**config.mk**
```make
export PLATFORM = sky130hd
export DESIGN_NAME = spi_slave_tx_fifo
export DESIGN_NICKNAME = d
export VERILOG_FILES = /design/src/rtl/spi_slave_tx_fifo.sv
export SDC_FILE = /design/constraint.sdc
export NUM_CORES = 1
export LEC_CHECK = 0
export BUFFER_PORTS_ARGS = -buffer_cell sky130_fd_sc_hd__buf_2
export CAP_MARGIN = 40
export CORE_MARGIN = 2
export CORE_UTILIZATION = 65
export CTS_BUF_LIST = sky130_fd_sc_hd__clkbuf_16
export DETAILED_ROUTE_END_ITERATION = 8
export PLACE_DENSITY = 0.84
export SLEW_MARGIN = 20
export SYNTH_ARGS = -nofsm -noshare
export SYNTH_HDL_FRONTEND = slang
export SYNTH_SLANG_ARGS = --single-unit
```
**constraint.sdc**
```tcl
create_clock -name clk -period 4.37 [get_ports clk]
set_input_delay 0.6555 -clock clk [delete_from_list [all_inputs] [get_ports clk]]
set_output_delay 0.6555 -clock clk [all_outputs]
set_load 0.02 [all_outputs]
```
**src/rtl/spi_slave_tx_fifo.sv**
```systemverilog
// Transmit FIFO feeding spi_slave: circular buffer with a registered 1-cycle read,
// fill count, almost-full/full/empty decode, overflow/underflow pulses and flush.
module spi_slave_tx_fifo #(
  parameter int DATA_WIDTH = 8,
  parameter int DEPTH      = 16,
  parameter int AF_LEVEL   = 12
) (
  input  logic                      clk,
  input  logic                      rst,
  input  logic [DATA_WIDTH-1:0]     wr_data,
  input  logic                      wr_en,
  input  logic                      flush,
  output logic                      full,
  output logic                      almost_full,
  output logic [$clog2(DEPTH):0]    count,
  output logic                      overflow,
  output logic                      underflow,
  input  logic                      fifo_req_data,
  output logic [DATA_WIDTH-1:0]     fifo_din,
  output logic                      fifo_din_valid,
  output logic                      fifo_empty
);

  localparam int AW = $clog2(DEPTH);
  localparam int CW = AW + 1;
  localparam logic [CW-1:0] FULL_CNT = CW'(DEPTH);
  localparam logic [CW-1:0] AF_CNT   = CW'(AF_LEVEL);

  logic [DATA_WIDTH-1:0] mem [DEPTH];

  logic [AW-1:0]         wr_ptr_q, wr_ptr_d;
  logic [AW-1:0]         rd_ptr_q, rd_ptr_d;
  logic [CW-1:0]         count_q, count_d;
  logic [DATA_WIDTH-1:0] din_q, din_d;
  logic                  din_valid_q, din_valid_d;
  logic                  overflow_q, overflow_d;
  logic                  underflow_q, underflow_d;

  logic is_empty, is_full;
  logic rd_ok, wr_ok;

  assign is_empty = (count_q == '0);
  assign is_full  = (count_q == FULL_CNT);

  // A full FIFO still accepts a write when a read frees a slot in the same cycle.
  assign rd_ok = fifo_req_data && !is_empty && !flush;
  assign wr_ok = wr_en && !flush && (!is_full || rd_ok);

  always_comb begin
    wr_ptr_d    = wr_ptr_q;
    rd_ptr_d    = rd_ptr_q;
    count_d     = count_q;
    din_d       = din_q;
    din_valid_d = 1'b0;
    overflow_d  = 1'b0;
    underflow_d = 1'b0;

    if (flush) begin
      wr_ptr_d = '0;
      rd_ptr_d = '0;
      count_d  = '0;
    end else begin
      overflow_d  = wr_en && is_full && !rd_ok;
      underflow_d = fifo_req_data && is_empty;
      if (rd_ok) begin
        din_d       = mem[rd_ptr_q];
        din_valid_d = 1'b1;
        rd_ptr_d    = rd_ptr_q + AW'(1);
      end
      if (wr_ok) begin
        wr_ptr_d = wr_ptr_q + AW'(1);
      end
      if (wr_ok && !rd_ok) begin
        count_d = count_q + CW'(1);
      end else if (rd_ok && !wr_ok) begin
        count_d = count_q - CW'(1);
      end
    end
  end

  always_ff @(posedge clk or negedge rst) begin
    if (!rst) begin
      wr_ptr_q    <= '0;
      rd_ptr_q    <= '0;
      count_q     <= '0;
      din_q       <= '0;
      din_valid_q <= 1'b0;
      overflow_q  <= 1'b0;
      underflow_q <= 1'b0;
    end else begin
      wr_ptr_q    <= wr_ptr_d;
      rd_ptr_q    <= rd_ptr_d;
      count_q     <= count_d;
      din_q       <= din_d;
      din_valid_q <= din_valid_d;
      overflow_q  <= overflow_d;
      underflow_q <= underflow_d;
    end
  end

  // Storage is not reset; read-before-write ordering falls out of the nonblocking update.
  always_ff @(posedge clk) begin
    if (wr_ok) begin
      mem[wr_ptr_q] <= wr_data;
    end
  end

  assign count          = count_q;
  assign full           = is_full;
  assign fifo_empty     = is_empty;
  assign almost_full    = (count_q >= AF_CNT);
  assign fifo_din       = din_q;
  assign fifo_din_valid = din_valid_q;
  assign overflow       = overflow_q;
  assign underflow      = underflow_q;

endmodule

```
==> metrics.txt <==
Tightest Pin Transition 0.680 ns; top-area cell type share of the netlist area 61.0%; ranking of synthesized cells by area edfxtp_1 61%, mux4_2 11%, dfrtp_1 9.5%; CTS tree yes; Max Fanout on Critical Path 13; final max-slew violation count 0; post-layout util 77.8%; vias in the first global route 3428; Tcrit/Tclk final 65.4%; Setup TNS 0 ns; Via density 6.18; crit-path cells or4_4 -> o211ai_1 -> ha_1 -> a21oi_1 -> nand2_1 -> a211o_1 -> a41oi_1; Post-layout nets 411; share of cells above drive strength 1 30.4%; crit-path max cell delay 0.69 ns; Bufs and invs on worst path 0; DR pass1 iterations 5; RSZ-0062 raised after global routing false; Starting Density 67.5%; Worst Setup End Kind register; global route overflow 0; Pwr Total 3.98 mW; core area 0.00933 mm²; initial antenna violation count 0; Leak Pwr 2.53 nW; Startpoint Class register; final worst setup slack 1.51 ns; Yosys top cell by area edfxtp_1; worst setup path class register to register; Cells after Synth 346; Vias 3274; PortBufs 31; post-CTS setup repair buffer count 0; # setup viols final 0; delay-heaviest family, CP compound AO/OA/AOI/OAI gates; Max Fclk 350 MHz; Total Wirelength 12300 µm; DRT iter0 DRCs 192; post-synthesis async set-or-reset flop share 15.8%; CTS buffer count 17; FP Rows 35; worst-skew pair later-pin latency 0.42 ns; post-layout min period 2.86 ns; global-route usage over all layers 26.4%; Slew headroom 54.7%; syn_nets 369; min-delay worst type primary input to async pin; Switch Pwr 1.11 mW; post-cts resize count 0; outcome completed; syn avg cell area 18.2 µm²; H-tree depth 4; Final HPWL DP 7790 µm; most frequent cell after synthesis edfxtp_1; drt wl/cell 23.3 µm; DRC violations left 0; Flop pwr share 44.4%; clock group share of total power 37.2%; largest net degree at the start of global routing 25; Crit path required time 4.70 ns; sequential-to-total area share from yosys stat 70.6%; Final Hold Fails 0; Max Buffers Root-to-Sink 2; EDFF count, synth 128; switch share 27.8%; final antenna-violating net count 0; synthesized cell area 0.00630 mm²; die area 0.0105 mm²; Boundary Pins 32; synthesis-stage register bit count 152; Clock transition at path regs 0.06 ns; Clock Sinks 152; top cells by count, synth 128 x edfxtp_1, 32 x mux4_2, 24 x dfrtp_1; Slowest-stage cell, CP or4_4; number of max-cap violations 0; Filler cells 504; gpl congestion 0.858; clk_skew 0.00549 ns; Area Overhead vs Synth 15.2%; hold buffers post-CTS 0; P per Cell Area 549 mW/mm²; internal power 2.87 mW; first-pass GRT wire length 19000 µm; Synth Warn # 0; share of total power in combinational logic 18.4%; dpl ws 1.48 ns; # diodes 0; DIE WIDTH 102 µm; maximum vdd drop 0.348 mV; Die Y 102 µm; Cell variety after synth 44; Root Driver clkbuf_16; worst path arrival time 3.19 ns; Post-synth top flop edfxtp_1
[flip-flops by register name (all words and copies together) (netlist names)]
name / cells
fifo_din: 8
count: 5
wr_ptr_q: 4
rd_ptr_q: 4
overflow: 1
underflow: 1
mem: 128
fifo_din_valid: 1
[kinds of logic (layout without fill, tap and decap cells)]
group                      after synthesis  after routing  synth area share, %
AOI/OAI and AO/OA                       33             33                 4.37
xor gates and xnor gates                 7              7                0.974
adders and majority gates               10             10                 2.11
buffers and inverters                   30             85                 2.21
DFF                                    152            152                 70.6
muxes                                   53             53                 14.8
and+or+nand+nor                         61             61                 4.91
[power by group through the flow]
| stage | registers (mW) | logic (mW) | clock network, mW |
|---|---|---|---|
| after global placement | 1.81 | 0.669 | 0 |
| final | 1.77 | 0.734 | 1.48 |
| after CTS | 1.77 | 0.738 | 1.49 |
| after floorplan | 1.80 | 0.498 | 0 |
| after global routing | 1.78 | 0.802 | 1.55 |
| after detailed placement | 1.80 | 0.728 | 0 |
[final cells by class]
class                   count  area, µm²  area share [%]
clock buffers              17        425            5.86
clock inverters            15        175            2.41
inverters                  10       37.5           0.517
multi-input cells         164       1740            24.0
flip-flops and latches    152       4450            61.3
well taps                 129        161            2.22
repair buffers             43        273            3.76
[path summary, 6_finish.rpt]
check | from | end | slack (ns) | cells past startpoint
hold reg to reg | fifo_din[6]$_DFFE_PN0P_ | fifo_din[6]$_DFFE_PN0P_ | 0.50 | 2
max in group asynchronous | rst | rd_ptr_q[1]$_DFFE_PN0P_ | 3.68 | 1
min in group clk | fifo_din[6]$_DFFE_PN0P_ | fifo_din[6]$_DFFE_PN0P_ | 0.50 | 2
setup / recovery | count[1]$_DFFE_PN0P_ | count[4]$_DFFE_PN0P_ | 1.51 | 7
hold / removal | rst | count[3]$_DFFE_PN0P_ | 0.25 | 1
setup reg to reg | count[1]$_DFFE_PN0P_ | count[4]$_DFFE_PN0P_ | 1.51 | 7
[per-stage QoR]
stage	hold slack [ns]	instances	instance area, µm²
after global placement	0.475	490	6570
after CTS	0.255	528	7240
after global routing	0.283	530	7260
final	0.249	530	7260
after detailed placement	0.472	496	6640
after floorplan	0.360	346	6300
[cell usage in the layout, fill, tap and decap left out, types with 3 or more instances in the layout]
cell        synthesis  final
buf_4               2     10
xnor2_1             3      3
nor4_2              0      4
clkinv_2            0      3
o211ai_2            3      3
mux4_2             32     32
nand2b_1            4      4
and2_1              8      8
mux2_2              3      3
edfxtp_1          128    128
dfrtp_1            24     23
a21oi_1             5      5
ha_1                9      9
bufinv_16           0      3
clkbuf_16           0     17
clkinvlp_4          0      3
nand3_1             7      7
o221ai_1            8      8
nand2_1            12     12
mux2i_1            18     18
buf_2               8     31
nor2_1             16     16
xor2_1              4      4
a21o_1              3      3
inv_1               9      9
[per-layer routing]
metal / track usage (%) / vias up / wire (µm)
met5: 0 / - / 0
met4: 11.4 / 0 / 289
met3: 6.57 / 23 / 606
met2: 43.3 / 109 / 6450
met1: 34.0 / 1688 / 4990
li1: - / 1454 / -
Note: power is estimated with default switching activity, not from simulation.
